[src/rtl/wash_sequencer_pkg.sv]
// Shared types and constants for the washing-machine master sequencer.
// State encodings double as the debug State output value.
package wash_pkg;

   localparam int PHASES   = 6;
   localparam int PH_FILL  = 0;
   localparam int PH_WASH  = 1;
   localparam int PH_DRAIN = 2;
   localparam int PH_RINSE = 3;
   localparam int PH_SPIN  = 4;
   localparam int PH_DRY   = 5;

   localparam logic [3:0] ST_IDLE   = 4'd0;
   localparam logic [3:0] ST_FILL   = 4'd1;
   localparam logic [3:0] ST_WASH   = 4'd2;
   localparam logic [3:0] ST_DRAIN1 = 4'd3;
   localparam logic [3:0] ST_RINSE  = 4'd4;
   localparam logic [3:0] ST_DRAIN2 = 4'd5;
   localparam logic [3:0] ST_SPIN   = 4'd6;
   localparam logic [3:0] ST_DRY    = 4'd7;
   localparam logic [3:0] ST_FINISH = 4'd8;
   localparam logic [3:0] ST_PAUSE  = 4'd9;
   localparam logic [3:0] ST_FAULT  = 4'd10;

   typedef enum logic [3:0] {
      IDLE   = ST_IDLE,
      FILL   = ST_FILL,
      WASH   = ST_WASH,
      DRAIN1 = ST_DRAIN1,
      RINSE  = ST_RINSE,
      DRAIN2 = ST_DRAIN2,
      SPIN   = ST_SPIN,
      DRY    = ST_DRY,
      FINISH = ST_FINISH,
      PAUSE  = ST_PAUSE,
      FAULT  = ST_FAULT
   } state_t;

   // Both drain states share the single drain timer.
   function automatic logic [PHASES-1:0] phaseMask(input state_t s);
      logic [PHASES-1:0] m;
      m = '0;
      case (s)
         FILL:           m[PH_FILL]  = 1'b1;
         WASH:           m[PH_WASH]  = 1'b1;
         DRAIN1, DRAIN2: m[PH_DRAIN] = 1'b1;
         RINSE:          m[PH_RINSE] = 1'b1;
         SPIN:           m[PH_SPIN]  = 1'b1;
         DRY:            m[PH_DRY]   = 1'b1;
         default:        m = '0;
      endcase
      return m;
   endfunction

endpackage

[src/rtl/wash_sequencer_if.sv]
// Control, status and phase Start/done handshake between the sequencer
// (master) and the machine side: phase timers plus front panel (slave).
interface wash_if;

   logic                        Go;
   logic                        NoDry;
   logic                        DoorOpen;
   logic [wash_pkg::PHASES-1:0] PhaseDone;
   logic [wash_pkg::PHASES-1:0] PhaseStart;
   logic                        Busy;
   logic                        Paused;
   logic                        CycleDone;
   logic                        Fault;
   logic [3:0]                  State;

   modport master (
      input  Go, NoDry, DoorOpen, PhaseDone,
      output PhaseStart, Busy, Paused, CycleDone, Fault, State
   );

   modport slave (
      output Go, NoDry, DoorOpen, PhaseDone,
      input  PhaseStart, Busy, Paused, CycleDone, Fault, State
   );

endinterface

[src/rtl/wash_sequencer_phase_watchdog.sv]
// Per-phase watchdog: counts active, unpaused cycles and saturates at TIMEOUT.
// The flag marks the cycle in which the count reaches TIMEOUT.
module phase_watchdog #(
   parameter int TIMEOUT = 1023,
   parameter int TW      = 10
) (
   input  logic CLK,
   input  logic Reset,
   input  logic clear,
   input  logic enable,
   input  logic hold,
   output logic timeout
);

   logic [TW-1:0] count;

   always_ff @(posedge CLK) begin
      if (Reset || clear)
         count <= '0;
      else if (enable && !hold && count != TW'(TIMEOUT))
         count <= count + 1'b1;
   end

   assign timeout = enable && !hold && (count >= TW'(TIMEOUT - 1));

endmodule

[src/rtl/wash_sequencer.sv]
// Master sequencer: steps the phase timers through a full wash cycle,
// pausing while the door is open and faulting when a phase never finishes.
module wash_sequencer
   import wash_pkg::*;
#(
   parameter int RINSE_COUNT = 2,
   parameter int TIMEOUT     = 1023,
   parameter int TW          = 10
) (
   input logic    CLK,
   input logic    Reset,
   wash_if.master bus
);

   state_t            state;
   state_t            stateNext;
   state_t            resumeState;
   logic [2:0]        rinseCnt;
   logic              skipDry;
   logic [PHASES-1:0] activeMask;
   logic              activeDone;
   logic              timeout;
   logic              wdClear;
   logic              wdEnable;
   logic              wdHold;

   assign activeMask = phaseMask(state);
   assign activeDone = |(bus.PhaseDone & activeMask);

   // A done on the active phase outranks both the door and the watchdog.
   always_comb begin
      stateNext      = state;
      bus.PhaseStart = activeMask;
      bus.Busy       = (state != IDLE) && (state != FAULT);
      bus.Paused     = (state == PAUSE);
      bus.CycleDone  = (state == FINISH);
      bus.Fault      = (state == FAULT);
      bus.State      = state;
      case (state)
         IDLE: if (bus.Go && !bus.DoorOpen) stateNext = FILL;
         FILL, WASH, DRAIN1, RINSE, DRAIN2, SPIN, DRY: begin
            if (activeDone) begin
               case (state)
                  FILL:    stateNext = WASH;
                  WASH:    stateNext = DRAIN1;
                  DRAIN1:  stateNext = RINSE;
                  RINSE:   stateNext = DRAIN2;
                  DRAIN2:  stateNext = (rinseCnt > 3'd1) ? RINSE : SPIN;
                  SPIN:    stateNext = skipDry ? FINISH : DRY;
                  default: stateNext = FINISH;
               endcase
            end else if (bus.DoorOpen)
               stateNext = PAUSE;
            else if (timeout)
               stateNext = FAULT;
         end
         FINISH:  stateNext = IDLE;
         PAUSE:   if (!bus.DoorOpen) stateNext = resumeState;
         FAULT:   stateNext = FAULT;
         default: stateNext = IDLE;
      endcase
   end

   always_ff @(posedge CLK) begin
      if (Reset) begin
         state       <= IDLE;
         resumeState <= IDLE;
         rinseCnt    <= '0;
         skipDry     <= 1'b0;
      end else begin
         state <= stateNext;
         if (state == IDLE && stateNext == FILL) begin
            rinseCnt <= 3'(RINSE_COUNT);
            skipDry  <= bus.NoDry;
         end
         if (state == DRAIN2 && activeDone)
            rinseCnt <= rinseCnt - 3'd1;
         if (stateNext == PAUSE && state != PAUSE)
            resumeState <= state;
      end
   end

   // Entering PAUSE keeps the count; every other state entry restarts it.
   assign wdClear  = (stateNext != state) && (stateNext != PAUSE);
   assign wdEnable = |activeMask;
   assign wdHold   = (state == PAUSE);

   phase_watchdog #(
      .TIMEOUT (TIMEOUT),
      .TW      (TW)
   ) watchdog (
      .CLK     (CLK),
      .Reset   (Reset),
      .clear   (wdClear),
      .enable  (wdEnable),
      .hold    (wdHold),
      .timeout (timeout)
   );

endmodule

[src/flat_wrapper.sv]
// flat-port wrapper written by rule: the top's interface ports become plain ports
module wash_sequencer_flat import wash_pkg::*;
#(
   parameter int RINSE_COUNT = 2,
   parameter int TIMEOUT     = 1023,
   parameter int TW          = 10
)
  (CLK, Reset, bus_Go, bus_NoDry, bus_DoorOpen, bus_PhaseDone, bus_PhaseStart, bus_Busy, bus_Paused, bus_CycleDone, bus_Fault, bus_State);
  wash_if bus_i ();
  input logic CLK;
  input logic Reset;
  input wire logic [$bits(bus_i.Go)-1:0] bus_Go;
  input wire logic [$bits(bus_i.NoDry)-1:0] bus_NoDry;
  input wire logic [$bits(bus_i.DoorOpen)-1:0] bus_DoorOpen;
  input wire logic [$bits(bus_i.PhaseDone)-1:0] bus_PhaseDone;
  output wire logic [$bits(bus_i.PhaseStart)-1:0] bus_PhaseStart;
  output wire logic [$bits(bus_i.Busy)-1:0] bus_Busy;
  output wire logic [$bits(bus_i.Paused)-1:0] bus_Paused;
  output wire logic [$bits(bus_i.CycleDone)-1:0] bus_CycleDone;
  output wire logic [$bits(bus_i.Fault)-1:0] bus_Fault;
  output wire logic [$bits(bus_i.State)-1:0] bus_State;
  assign bus_i.Go = bus_Go;
  assign bus_i.NoDry = bus_NoDry;
  assign bus_i.DoorOpen = bus_DoorOpen;
  assign bus_i.PhaseDone = bus_PhaseDone;
  assign bus_PhaseStart = bus_i.PhaseStart;
  assign bus_Busy = bus_i.Busy;
  assign bus_Paused = bus_i.Paused;
  assign bus_CycleDone = bus_i.CycleDone;
  assign bus_Fault = bus_i.Fault;
  assign bus_State = bus_i.State;
  wash_sequencer #(.RINSE_COUNT(RINSE_COUNT), .TIMEOUT(TIMEOUT), .TW(TW)) u_core (.CLK(CLK), .Reset(Reset), .bus(bus_i));
endmodule
[config.mk]
export PLATFORM = sky130hd
export DESIGN_NAME = wash_sequencer_flat
export DESIGN_NICKNAME = d
export VERILOG_FILES = /design/src/rtl/wash_sequencer_pkg.sv /design/src/rtl/wash_sequencer_if.sv /design/src/rtl/wash_sequencer_phase_watchdog.sv /design/src/rtl/wash_sequencer.sv /design/src/flat_wrapper.sv
export SDC_FILE = /design/constraint.sdc
export NUM_CORES = 1
export LEC_CHECK = 0
export ABC_CLOCK_PERIOD_IN_PS = 5100
export CORE_MARGIN = 2
export CORE_UTILIZATION = 55
export CTS_CLUSTER_DIAMETER = 30
export DETAILED_ROUTE_END_ITERATION = 6
export GPL_TIMING_DRIVEN = 0
export PLACE_DENSITY = 0.9
export SETUP_SLACK_MARGIN = 0.1
export SYNTH_ARGS = -nofsm -noshare
export SYNTH_HDL_FRONTEND = slang
export SYNTH_SLANG_ARGS = --single-unit
[constraint.sdc]
create_clock -name CLK -period 5.1 [get_ports CLK]
set_clock_uncertainty 0.2 [all_clocks]
set_input_delay 1.275 -clock CLK [delete_from_list [all_inputs] [get_ports CLK]]
set_output_delay 1.275 -clock CLK [all_outputs]
set_load 0.005 [all_outputs]
==> results.yml, run 1 <==
synth:
  synth_edf_count: 0
  synth_cell_types: 55
  synth_most_common_cell: "nor2_1"
  async_reset_ff_share_pct: 0
  syn_nets: 260
  ys_ff_latch: 22
  yosys_warnings: 0
  synth_area_leaders: "dfxtp_1 24%, nor2_1 6.7%, nand4_1 5.1%"
  synth_area_sq_mm: 0.001838
  synth_top_area_cell: "dfxtp_1"
  synth_flop_cell: "dfxtp_1"
  postSynthAreaPerCell_sq_um: 7.502
  ys_seq_area_share_pct: 23.96
  synthCells: 245
  yosys-top-cells-count: "33 x nor2_1, 22 x dfxtp_1, 15 x nand4_1"
  synth_top_area_share_pct: 23.96
setup_path:
  cp_cell_sequence: "clkdlybuf4s50_1, and3_1, o211ai_1, nand2_1, nand4b_1, a211oi_1, nand4_1, o31ai_1"
  worstSetupEndpointType: "register"
  worstPathRequired_ns: 5.15
  crit_path_start_kind: "input pin"
  reg2reg_from: "u_core.bus.State[2]"
  slowest_stage: "a211oi_1"
  critPathTopFamily: "compound AO/OA/AOI/OAI gates"
  r2r_setup_slack_ns: 1.88
  reg2reg_to: "u_core.watchdog.count[3]"
  slowest_delay_ns: 1.04
  worstRegToRegCells: 8
  critPathBufInv: 1
  crit_type: "input pin to register"
  path_max_fanout: 10
  arrival_ns: 4.09
sta:
  setup_viol: 0
  fin_ws_ns: 1.058
  grt_setup_unrepaired: "no"
  timing.final.crit_share_pct: 79.26
  slew_viol_final: 0
  period_needed_ns: 4.042
  timing.slew.headroom_pct: 14.93
  finalHoldViolCount: 0
  tns_ns: 0
  worst_slew_pin_slew_ns: 1.268
  max_freq_mhz: 247.4
pwr:
  power.density_mw_per_mm2: 167.5
  peakVddDrop_mv: 0.1978
  p_leak_nw: 0.7574
cells_and_area:
  area_delta_synth_final_pct: 17.49
  drive_gt1_share_pct: 9.191
  n_fill_cell: 262
  nets: 288
  finish.utilization_pct: 69.04
  antenna_cells: 0
  finalInstanceArea_sq_mm: 0.002160
floorplan:
  die_w_microns: 61.81
  die_h_microns: 61.81
  io_pins: 25
  dieArea_sq_mm: 0.003820
  fp.coreArea_sq_mm: 0.003128
  start_util_pct: 58.76
  std_cell_rows: 20
placed_design:
  port_buffers: 23
  dp_hpwl_microns: 3562
  gp_congestion: 0.9448
  placed_area_sq_mm: 0.002123
  dp_slack_ns: 0.8337
grt:
  antenna_found_initial: 0
  track_usage_pct: 27.69
  grt_max_degree: 13
  grt_pass1_wl_microns: 7997
  grt_pass1_vias: 1785
  overflow: 0
clocking:
  clock_tree.root_cell: "clkbuf_4"
  clk_latency_ns: 0.33
  numCtsBuffers: 3
  htree_num_levels: 1
  cts_setup_buffers: 0
  clk_pin_slew_ns: 0.13
  post_cts_resized: 0
  cts_hold_buf: 0
  cts_tree: "yes"
  clock_path_buffers: 2
  cts_sinks: 22
min_path:
  hold_path_depth: 2
  hold_path_class: "register to register"
  holdPathEnd: "u_core.resumeState[2]"
  worstHoldStart: "u_core.resumeState[2]"
routing:
  routed_via_density: 6.475
  via_count: 2046
  remaining_drc_errors: 0
  ant_nets: 0
  wire_per_inst_microns: 15.68
  firstDrtPassIters: 5
  drt_wl_total_microns: 4954
  drtIter0Drc: 174
outcome:
  outcome: "complete, no violations"
flow_run:
  cap_violations: 0
==> cells by family after synthesis <==
family                   synth area share (%)
adder cells (fa/ha/maj)                 2.723
XOR/XNOR                                5.242
buffers and inverters                   7.284
flip-flops                              23.96
multiplexers                            2.246
AND/OR/NAND/NOR                         34.72
AO/OA/AOI/OAI                           23.83
==> per-layer routing <==
layer	global-route usage (%)	part of all wire [%]	wire (microns)	vias to the layer above
met1	38.46	44	2196	933
li1	-	-	-	974
met3	3.934	9.9	488	8
met2	44.21	45	2207	131
met5	0	0	0	-
met4	9.119	1.2	60	0
==> cell type report <==
class	instances	area, sq um	share of cell area (%)
multi-input combinational	194	1264	58.52
sequential	22	440.4	20.39
timing repair buffer	23	230.2	10.66
buffer	16	85.08	3.940
tap	44	55.05	2.549
inverter	13	48.80	2.260
clock buffer	4	36.28	1.680
==> sequential cells by signal (all words and copies together) (netlist names) <==
| register | flops |
|---|---|
| u_core.resumeState | 4 |
| u_core.watchdog.count | 10 |
| u_core.rinseCnt | 3 |
| u_core.skipDry | 1 |
| u_core.bus.State | 4 |
==> through the flow <==
stage | hold slack, ns | std cells | total power, mW
2_1_floorplan | 0.2380 | 245 | 0.2341
3_3_place_gp | 0.2621 | 312 | 0.2605
3_5_place_dp | 0.2710 | 312 | 0.2615
4_1_cts | 0.2879 | 316 | 0.3580
5_1_grt | 0.3085 | 316 | 0.3739
6_report | 0.2857 | 316 | 0.3617
==> power by group <==
group	internal, mW	switching (mW)
Combinational	0.0336	0.0481
Sequential	0.175	0.00377
Clock	0.0437	0.0573
Total	0.253	0.109
==> cells in the final DEF (no fill, tap or decap), drive strengths merged, types with 10 or more instances in the layout <==
master,Yosys,final
buf,11,11
clkdlybuf4s50,0,23
dfxtp,22,22
inv,13,13
nand2,14,14
nand3,10,10
nand4,15,15
nor2,33,33
nor3,12,12
o31ai,10,10
==> how the worst max path moves through the flow <==
| stage | start | to | slack (ns) | depth (start not counted) |
|---|---|---|---|---|
| final | bus_PhaseDone[5] | u_core.watchdog.count[3] | 1.06 | 8 |
| after global routing | bus_PhaseDone[5] | u_core.watchdog.count[3] | 0.86 | 8 |
| after CTS | bus_PhaseDone[5] | u_core.watchdog.count[6] | 1.15 | 8 |
| after detailed placement | bus_PhaseDone[5] | u_core.watchdog.count[6] | 0.83 | 8 |
| after global placement | bus_PhaseDone[5] | u_core.watchdog.count[0] | 0.93 | 8 |
| after floorplan | bus_PhaseDone[5] | u_core.watchdog.count[0] | 1.80 | 7 |
==> worst reg2reg max path, stage by stage, from the launching register on <==
cell,delay [ns]
dfxtp_1,0.39
buf_2,0.24
nor3b_1,0.07
o211ai_1,0.46
nand2_1,0.13
nand4b_1,0.27
a211oi_1,1.04
nand4_1,0.21
o31ai_1,0.13
Power figures use the tool's default switching activity.
==> inputs of run 2 (changes only) <==
ABC_CLOCK_PERIOD_IN_PS = 4100   (was 5100)
clock period = 4.1 ns   (was 5.1 ns; I/O delays follow)
==> results of run 2 <==
The final DEF is identical to that of run 1. Status: complete, no violations.
Main changes from that run: setup slack after placement 0.8337 ns -> 0.08372 ns; setup slack after layout 1.058 ns -> 0.3078 ns; register-to-register setup slack 1.88 ns -> 0.88 ns; total power 0.3617 mW -> 0.4499 mW; worst IR drop on VDD 0.1978 mV -> 0.2461 mV
